$ cat src/rtl/alsu_seq.sv
// Sequential ALSU: valid/ready bundle capture, single-cycle logic/add/shift ops,
// iterative shift-add multiply, and an error LED blinker.
module alsu_seq #(
   parameter int    WIDTH          = 4,
   parameter string INPUT_PRIORITY = "A",
   parameter string FULL_ADDER     = "ON",
   parameter int    LED_W          = 16
) (
   input  logic                 clk,
   input  logic                 rst,
   input  logic                 in_valid,
   output logic                 in_ready,
   input  logic [WIDTH-1:0]     A,
   input  logic [WIDTH-1:0]     B,
   input  logic [2:0]           opcode,
   input  logic                 cin,
   input  logic                 serial_in,
   input  logic                 direction,
   input  logic                 red_op_A,
   input  logic                 red_op_B,
   input  logic                 bypass_A,
   input  logic                 bypass_B,
   output logic [2*WIDTH-1:0]   out,
   output logic                 out_valid,
   output logic                 err,
   output logic [LED_W-1:0]     leds
);

   localparam int OW      = 2 * WIDTH;
   localparam int CW      = $clog2(WIDTH);
   localparam bit PRI_A   = (INPUT_PRIORITY == "A");
   localparam bit PRI_B   = (INPUT_PRIORITY == "B");
   localparam bit ADD_CIN = (FULL_ADDER == "ON");
   localparam bit ADD_NC  = (FULL_ADDER == "OFF");

   typedef enum logic [1:0] {IDLE, EXEC, MUL} state_t;

   state_t           state_r, state_n;
   logic [WIDTH-1:0] a_r, b_r;
   logic [2:0]       op_r;
   logic             cin_r, si_r, dir_r, ra_r, rb_r, ba_r, bb_r;
   logic [OW-1:0]    acc_r;
   logic [CW-1:0]    cnt_r;

   logic             invalid_s, bypass_s, mul_go_s, last_s, err_n_s;
   logic [WIDTH-1:0] pri_op_s, red_src_s;
   logic [OW-1:0]    result_s, b_ext_s, partial_s, sum_s;

   assign in_ready  = (state_r == IDLE);
   assign bypass_s  = ba_r | bb_r;
   assign invalid_s = (op_r == 3'd6) || (op_r == 3'd7) ||
                      ((ra_r | rb_r) && (op_r[2:1] != 2'b00));
   assign mul_go_s  = (op_r == 3'd3) && !bypass_s && !invalid_s;
   assign pri_op_s  = PRI_A ? a_r : (PRI_B ? b_r : {WIDTH{1'b0}});
   assign last_s    = (cnt_r == CW'(WIDTH - 1));
   assign b_ext_s   = {{WIDTH{1'b0}}, b_r};
   assign partial_s = a_r[cnt_r] ? (b_ext_s << cnt_r) : {OW{1'b0}};
   assign sum_s     = acc_r + partial_s;

   // Single-cycle result for the captured bundle, bypass first, then invalid, then opcode.
   always_comb begin
      result_s  = {OW{1'b0}};
      red_src_s = b_r;
      if (ra_r && rb_r) begin
         red_src_s = pri_op_s;
      end else if (ra_r) begin
         red_src_s = a_r;
      end else begin
         red_src_s = b_r;
      end
      if (ba_r && bb_r) begin
         result_s = {{WIDTH{1'b0}}, pri_op_s};
      end else if (ba_r) begin
         result_s = {{WIDTH{1'b0}}, a_r};
      end else if (bb_r) begin
         result_s = {{WIDTH{1'b0}}, b_r};
      end else if (invalid_s) begin
         result_s = {OW{1'b0}};
      end else begin
         case (op_r)
            3'd0: begin
               if (ra_r | rb_r) result_s = {{(OW-1){1'b0}}, &red_src_s};
               else             result_s = {{WIDTH{1'b0}}, a_r & b_r};
            end
            3'd1: begin
               if (ra_r | rb_r) result_s = {{(OW-1){1'b0}}, ^red_src_s};
               else             result_s = {{WIDTH{1'b0}}, a_r ^ b_r};
            end
            3'd2: begin
               if (ADD_CIN)     result_s = OW'(a_r) + OW'(b_r) + OW'(cin_r);
               else if (ADD_NC) result_s = OW'(a_r) + OW'(b_r);
               else             result_s = {OW{1'b0}};
            end
            3'd4: begin
               if (dir_r) result_s = {out[OW-2:0], si_r};
               else       result_s = {si_r, out[OW-1:1]};
            end
            3'd5: begin
               if (dir_r) result_s = {out[OW-2:0], out[OW-1]};
               else       result_s = {out[0], out[OW-1:1]};
            end
            default: result_s = {OW{1'b0}};
         endcase
      end
   end

   // State register.
   always_ff @(posedge clk) begin
      if (rst) state_r <= IDLE;
      else     state_r <= state_n;
   end

   // Next-state decode.
   always_comb begin
      state_n = state_r;
      case (state_r)
         IDLE: begin
            if (in_valid) state_n = EXEC;
            else          state_n = IDLE;
         end
         EXEC: begin
            if (mul_go_s) state_n = MUL;
            else          state_n = IDLE;
         end
         MUL: begin
            if (last_s) state_n = IDLE;
            else        state_n = MUL;
         end
         default: state_n = IDLE;
      endcase
   end

   // Error flag follows whichever bundle completes; MUL bundles are always valid.
   always_comb begin
      err_n_s = err;
      if (state_r == EXEC && !mul_go_s) begin
         err_n_s = invalid_s && !bypass_s;
      end else if (state_r == MUL && last_s) begin
         err_n_s = 1'b0;
      end else begin
         err_n_s = err;
      end
   end

   // Operand capture, execution, multiply iteration and output registers.
   always_ff @(posedge clk) begin
      if (rst) begin
         a_r       <= {WIDTH{1'b0}};
         b_r       <= {WIDTH{1'b0}};
         op_r      <= 3'd0;
         cin_r     <= 1'b0;
         si_r      <= 1'b0;
         dir_r     <= 1'b0;
         ra_r      <= 1'b0;
         rb_r      <= 1'b0;
         ba_r      <= 1'b0;
         bb_r      <= 1'b0;
         acc_r     <= {OW{1'b0}};
         cnt_r     <= {CW{1'b0}};
         out       <= {OW{1'b0}};
         out_valid <= 1'b0;
         err       <= 1'b0;
         leds      <= {LED_W{1'b0}};
      end else begin
         out_valid <= 1'b0;
         err       <= err_n_s;
         // Blink only once err has been high for at least one edge.
         leds      <= (err && err_n_s) ? ~leds : {LED_W{1'b0}};
         case (state_r)
            IDLE: begin
               if (in_valid) begin
                  a_r   <= A;
                  b_r   <= B;
                  op_r  <= opcode;
                  cin_r <= cin;
                  si_r  <= serial_in;
                  dir_r <= direction;
                  ra_r  <= red_op_A;
                  rb_r  <= red_op_B;
                  ba_r  <= bypass_A;
                  bb_r  <= bypass_B;
               end
            end
            EXEC: begin
               if (mul_go_s) begin
                  acc_r <= {OW{1'b0}};
                  cnt_r <= {CW{1'b0}};
               end else begin
                  out       <= result_s;
                  out_valid <= 1'b1;
               end
            end
            MUL: begin
               acc_r <= sum_s;
               cnt_r <= cnt_r + CW'(1);
               if (last_s) begin
                  out       <= sum_s;
                  out_valid <= 1'b1;
               end
            end
            default: begin
               out_valid <= 1'b0;
            end
         endcase
      end
   end

endmodule

$ cat config.mk
export PLATFORM = sky130hd
export DESIGN_NAME = alsu_seq
export DESIGN_NICKNAME = d
export VERILOG_FILES = /design/src/rtl/alsu_seq.sv
export SDC_FILE = /design/constraint.sdc
export NUM_CORES = 1
export LEC_CHECK = 0
export ABC_AREA = 1
export ABC_CLOCK_PERIOD_IN_PS = 1960
export BUFFER_PORTS_ARGS = -buffer_cell sky130_fd_sc_hd__buf_2
export CORE_MARGIN = 4
export CORE_UTILIZATION = 45
export CTS_BUF_LIST = sky130_fd_sc_hd__clkbuf_4
export DETAILED_ROUTE_END_ITERATION = 7
export PLACE_DENSITY_LB_ADDON = 0.3
export SLEW_MARGIN = 20
export SYNTH_ARGS = -nofsm -noshare
export SYNTH_HDL_FRONTEND = slang
export SYNTH_SLANG_ARGS = --single-unit
$ cat constraint.sdc
create_clock -name clk -period 1.96 [get_ports clk]
set_input_delay 0.098 -clock clk [delete_from_list [all_inputs] [get_ports clk]]
set_output_delay 0.098 -clock clk [all_outputs]
set_load 0.02 [all_outputs]
==> impl_metrics.csv <==
group,metric,value,unit
sta,rsz0062_at_grt,"yes",
floorplan,dieArea,8544,sq um
run,maxCapViolations,0,
final_layout,final_cells,651,
grt,grt_usage,21.55,%
pwr,intPower,1.588,mW
sta,relSlewSlack,58.83,%
floorplan,core,6869,sq um
clock_network,clock-sinks,56,
pwr,power.density,545.2,nW/um^2
clock_network,tritoncts,"done",
place,io_buffers,47,
min_path,min_to,"state_r[0]",
logic_synthesis,yosysTopAreaCell,"dfxtp_1",
pwr,p_comb_share,25.1,%
place,dp_cells,615,
sta,setup_violations,13,
sta,whs,0.1667,ns
pwr,seqPwrFrac,51.5,%
final_layout,final_cell_mix,"96 x nand2_1, 50 x dfxtp_1, 47 x buf_2",
final_layout,design_area,4392,sq um
pwr,p_switching,806.1,uW
sta,worst_slack,-0.1230,ns
routing,drt-total-wl,9.212,mm
routing,drc,0,
pwr,max-vdd-ir-drop,0.2960,mV
logic_synthesis,ys_types,33,
final_layout,n_fill_cell,608,
place,hpwl,6.494,mm
floorplan,die_h,92.44,um
clock_network,clock_latency,0.39,ns
min_path,min_path_cells,3,
clock_network,cts_buffers,5,
grt,grt_pass1_vias,3145,
clock_network,htree_levels,2,
sta,tightestPinTransition,0.6129,ns
pwr,p_leak,2.069,nW
min_path,min_path_type,"input port to flop",
worst_setup_path,endpoint_kind,"flop",
floorplan,dieWidth,92.44,um
worst_setup_path,rrSetupSlack,-0.12,ns
place,postPlaceCellArea,3752,sq um
routing,avgRoutedWirePerCell,14.15,um
grt,grt_pass1_wl,14.99,mm
logic_synthesis,syn_nets,495,
sta,fin_tns_setup,-0.9776,ns
pwr,clock_power_share,23.4,%
sta,period_minus_slack,2.083,ns
worst_setup_path,cp.required,2.31,ns
worst_setup_path,crit_fanout,5,
sta,finalCritPeriodShare,106.3,%
final_layout,final_core_util,63.93,%
logic_synthesis,syn_inst,453,
sta,slew_violations,0,
logic_synthesis,ys_seq_area_share,34.95,%
routing,ant_nets,0,
logic_synthesis,post_synth_instance_area,3208,sq um
routing,vias_per_cell,5.058,
place,pre_cts_ws,-0.2550,ns
final_layout,antenna_cells,0,
worst_setup_path,worstSetupPathType,"flop to flop",
logic_synthesis,avgSynthCellArea,7.082,sq um
floorplan,start_util,46.70,%
logic_synthesis,yosysTopAreaCellShare,34.95,%
grt,grt_max_degree,27,
clock_network,cts_buffer_depth,2,
pwr,p_total,2.395,mW
worst_setup_path,r2r-end,"acc_r[7]",
routing,dr.pass1.iters,5,
logic_synthesis,ys_warn_count,0,
final_layout,layout_commonest_cell,"nand2_1",
floorplan,rows,30,
sta,clock_skew,0.005668,ns
outcome,status,"complete, but fails checks",
final_layout,fin_nets,596,
grt,grt_overflow_total,0,
worst_setup_path,arrival,2.43,ns
logic_synthesis,synth_area_leaders,"dfxtp_1 35%, nand2_1 11%, a21oi_1 7.8%",
min_path,min-delay-start,"in_valid",
outcome,violations,"setup timing",
sta,finalHoldViolCount,0,
place,routabilityCongestion,0.9345,
worst_setup_path,start_kind,"flop",
grt,grt_antenna_before_repair,0,
final_layout,drive_gt1_share,33.33,%
worst_setup_path,r2r-start,"cnt_r[0]",
final_layout,area_delta_synth_final,36.90,%
clock_network,ctsRootBufferMaster,"clkbuf_4",
clock_network,clk_pin_slew,0.18,ns
worst_setup_path,r2r_cells,14,
routing,drt_iter0_drc,176,
logic_synthesis,ys_ff_latch,56,
pwr,swShare,33.66,%
sta,max_freq,480.1,MHz
floorplan,ios,48,
routing,num_vias,3293,
cells by family after synthesis:
kind of cell | share of synthesized area [%]
AND/OR/NAND/NOR | 29.56
buffers and inverters | 8.814
flip-flops | 34.95
adder cells (fa/ha/maj) | 8.893
AO/OA/AOI/OAI | 17.79
registers in the layout, indices dropped and copies added, names as in the netlist:
signal and count:
acc_r 8, rb_r 1, cnt_r 2, err 1, out_valid 1, out 8, leds 16, state_r 2
si_r 1, b_r 4, a_r 4, ba_r 1, dir_r 1, bb_r 1, ra_r 1, op_r 3
cin_r 1
layer usage:
metal  vias up  track usage (%)  share of wire [%]
met2        91            35.53                 47
met1      1516            29.34                 47
li1       1676                -                  -
met3        10            3.493                4.7
met4         0            5.322                1.3
met5         -                0                  0
cell usage after synthesis (all sizes together):
master and number:
a21o 1, o211ai 4, dfxtp 56, clkbuf 11, buf 5, a31oi 1
nor2 60, or2 3, fa 3, nand4 7, o21ai 48, o22ai 1
a21oi 50, inv 52, ha 18, nand3 20, and2 1, nor3 7
a211oi 1, nand2 102, o21bai 1, nand3b 1
worst max path at each step:
stage,start,to,depth (start not counted)
after detailed placement,cnt_r[0],acc_r[6],10
after floorplan,a_r[1],out[4],14
after global routing,cnt_r[0],acc_r[7],14
after CTS,cnt_r[0],out[5],13
after global placement,cnt_r[0],acc_r[6],10
final,cnt_r[0],acc_r[7],14
power groups by stage:
stage / clock (mW) / combinational, mW / sequential, mW
after global placement: 0 / 0.508 / 1.25
after detailed placement: 0 / 0.515 / 1.25
final: 0.561 / 0.600 / 1.23
after global routing: 0.605 / 0.671 / 1.24
after floorplan: 0 / 0.328 / 1.26
after CTS: 0.577 / 0.565 / 1.23
worst max-delay path: stages, from the launching register on:
cell,delay (ns)
dfxtp_4,0.40
buf_12,0.14
a21oi_4,0.17
o21ai_4,0.09
nand2_2,0.10
o21ai_2,0.07
inv_2,0.08
ha_4,0.22
a21oi_4,0.15
nand2_2,0.11
nand4_1,0.13
nand2_1,0.07
nand2_1,0.07
nand3_2,0.10
a21oi_2,0.14
area by class of cell:
type | instances | area (sq um) | share of cell area (%)
repair buffers | 110 | 799.5 | 18.21
well taps | 96 | 120.1 | 2.735
clock inverters | 3 | 26.28 | 0.5983
clock buffers | 5 | 37.54 | 0.8547
inverters | 52 | 195.2 | 4.444
multi-input cells | 329 | 2079 | 47.35
flip-flops and latches | 56 | 1134 | 25.81
repair_timing:
action / CTS / global route
endpoints found under the setup margin: 13 / 15
gates cloned: 0 / 0
setup buffers: 6 / 4
pin swaps: 27 / 30
hold buffers: 19 / 0
gates resized for setup: 43 / 43
hold endpoints to repair: 24 / 0
No activity file was read; power rests on OpenSTA's default activity.
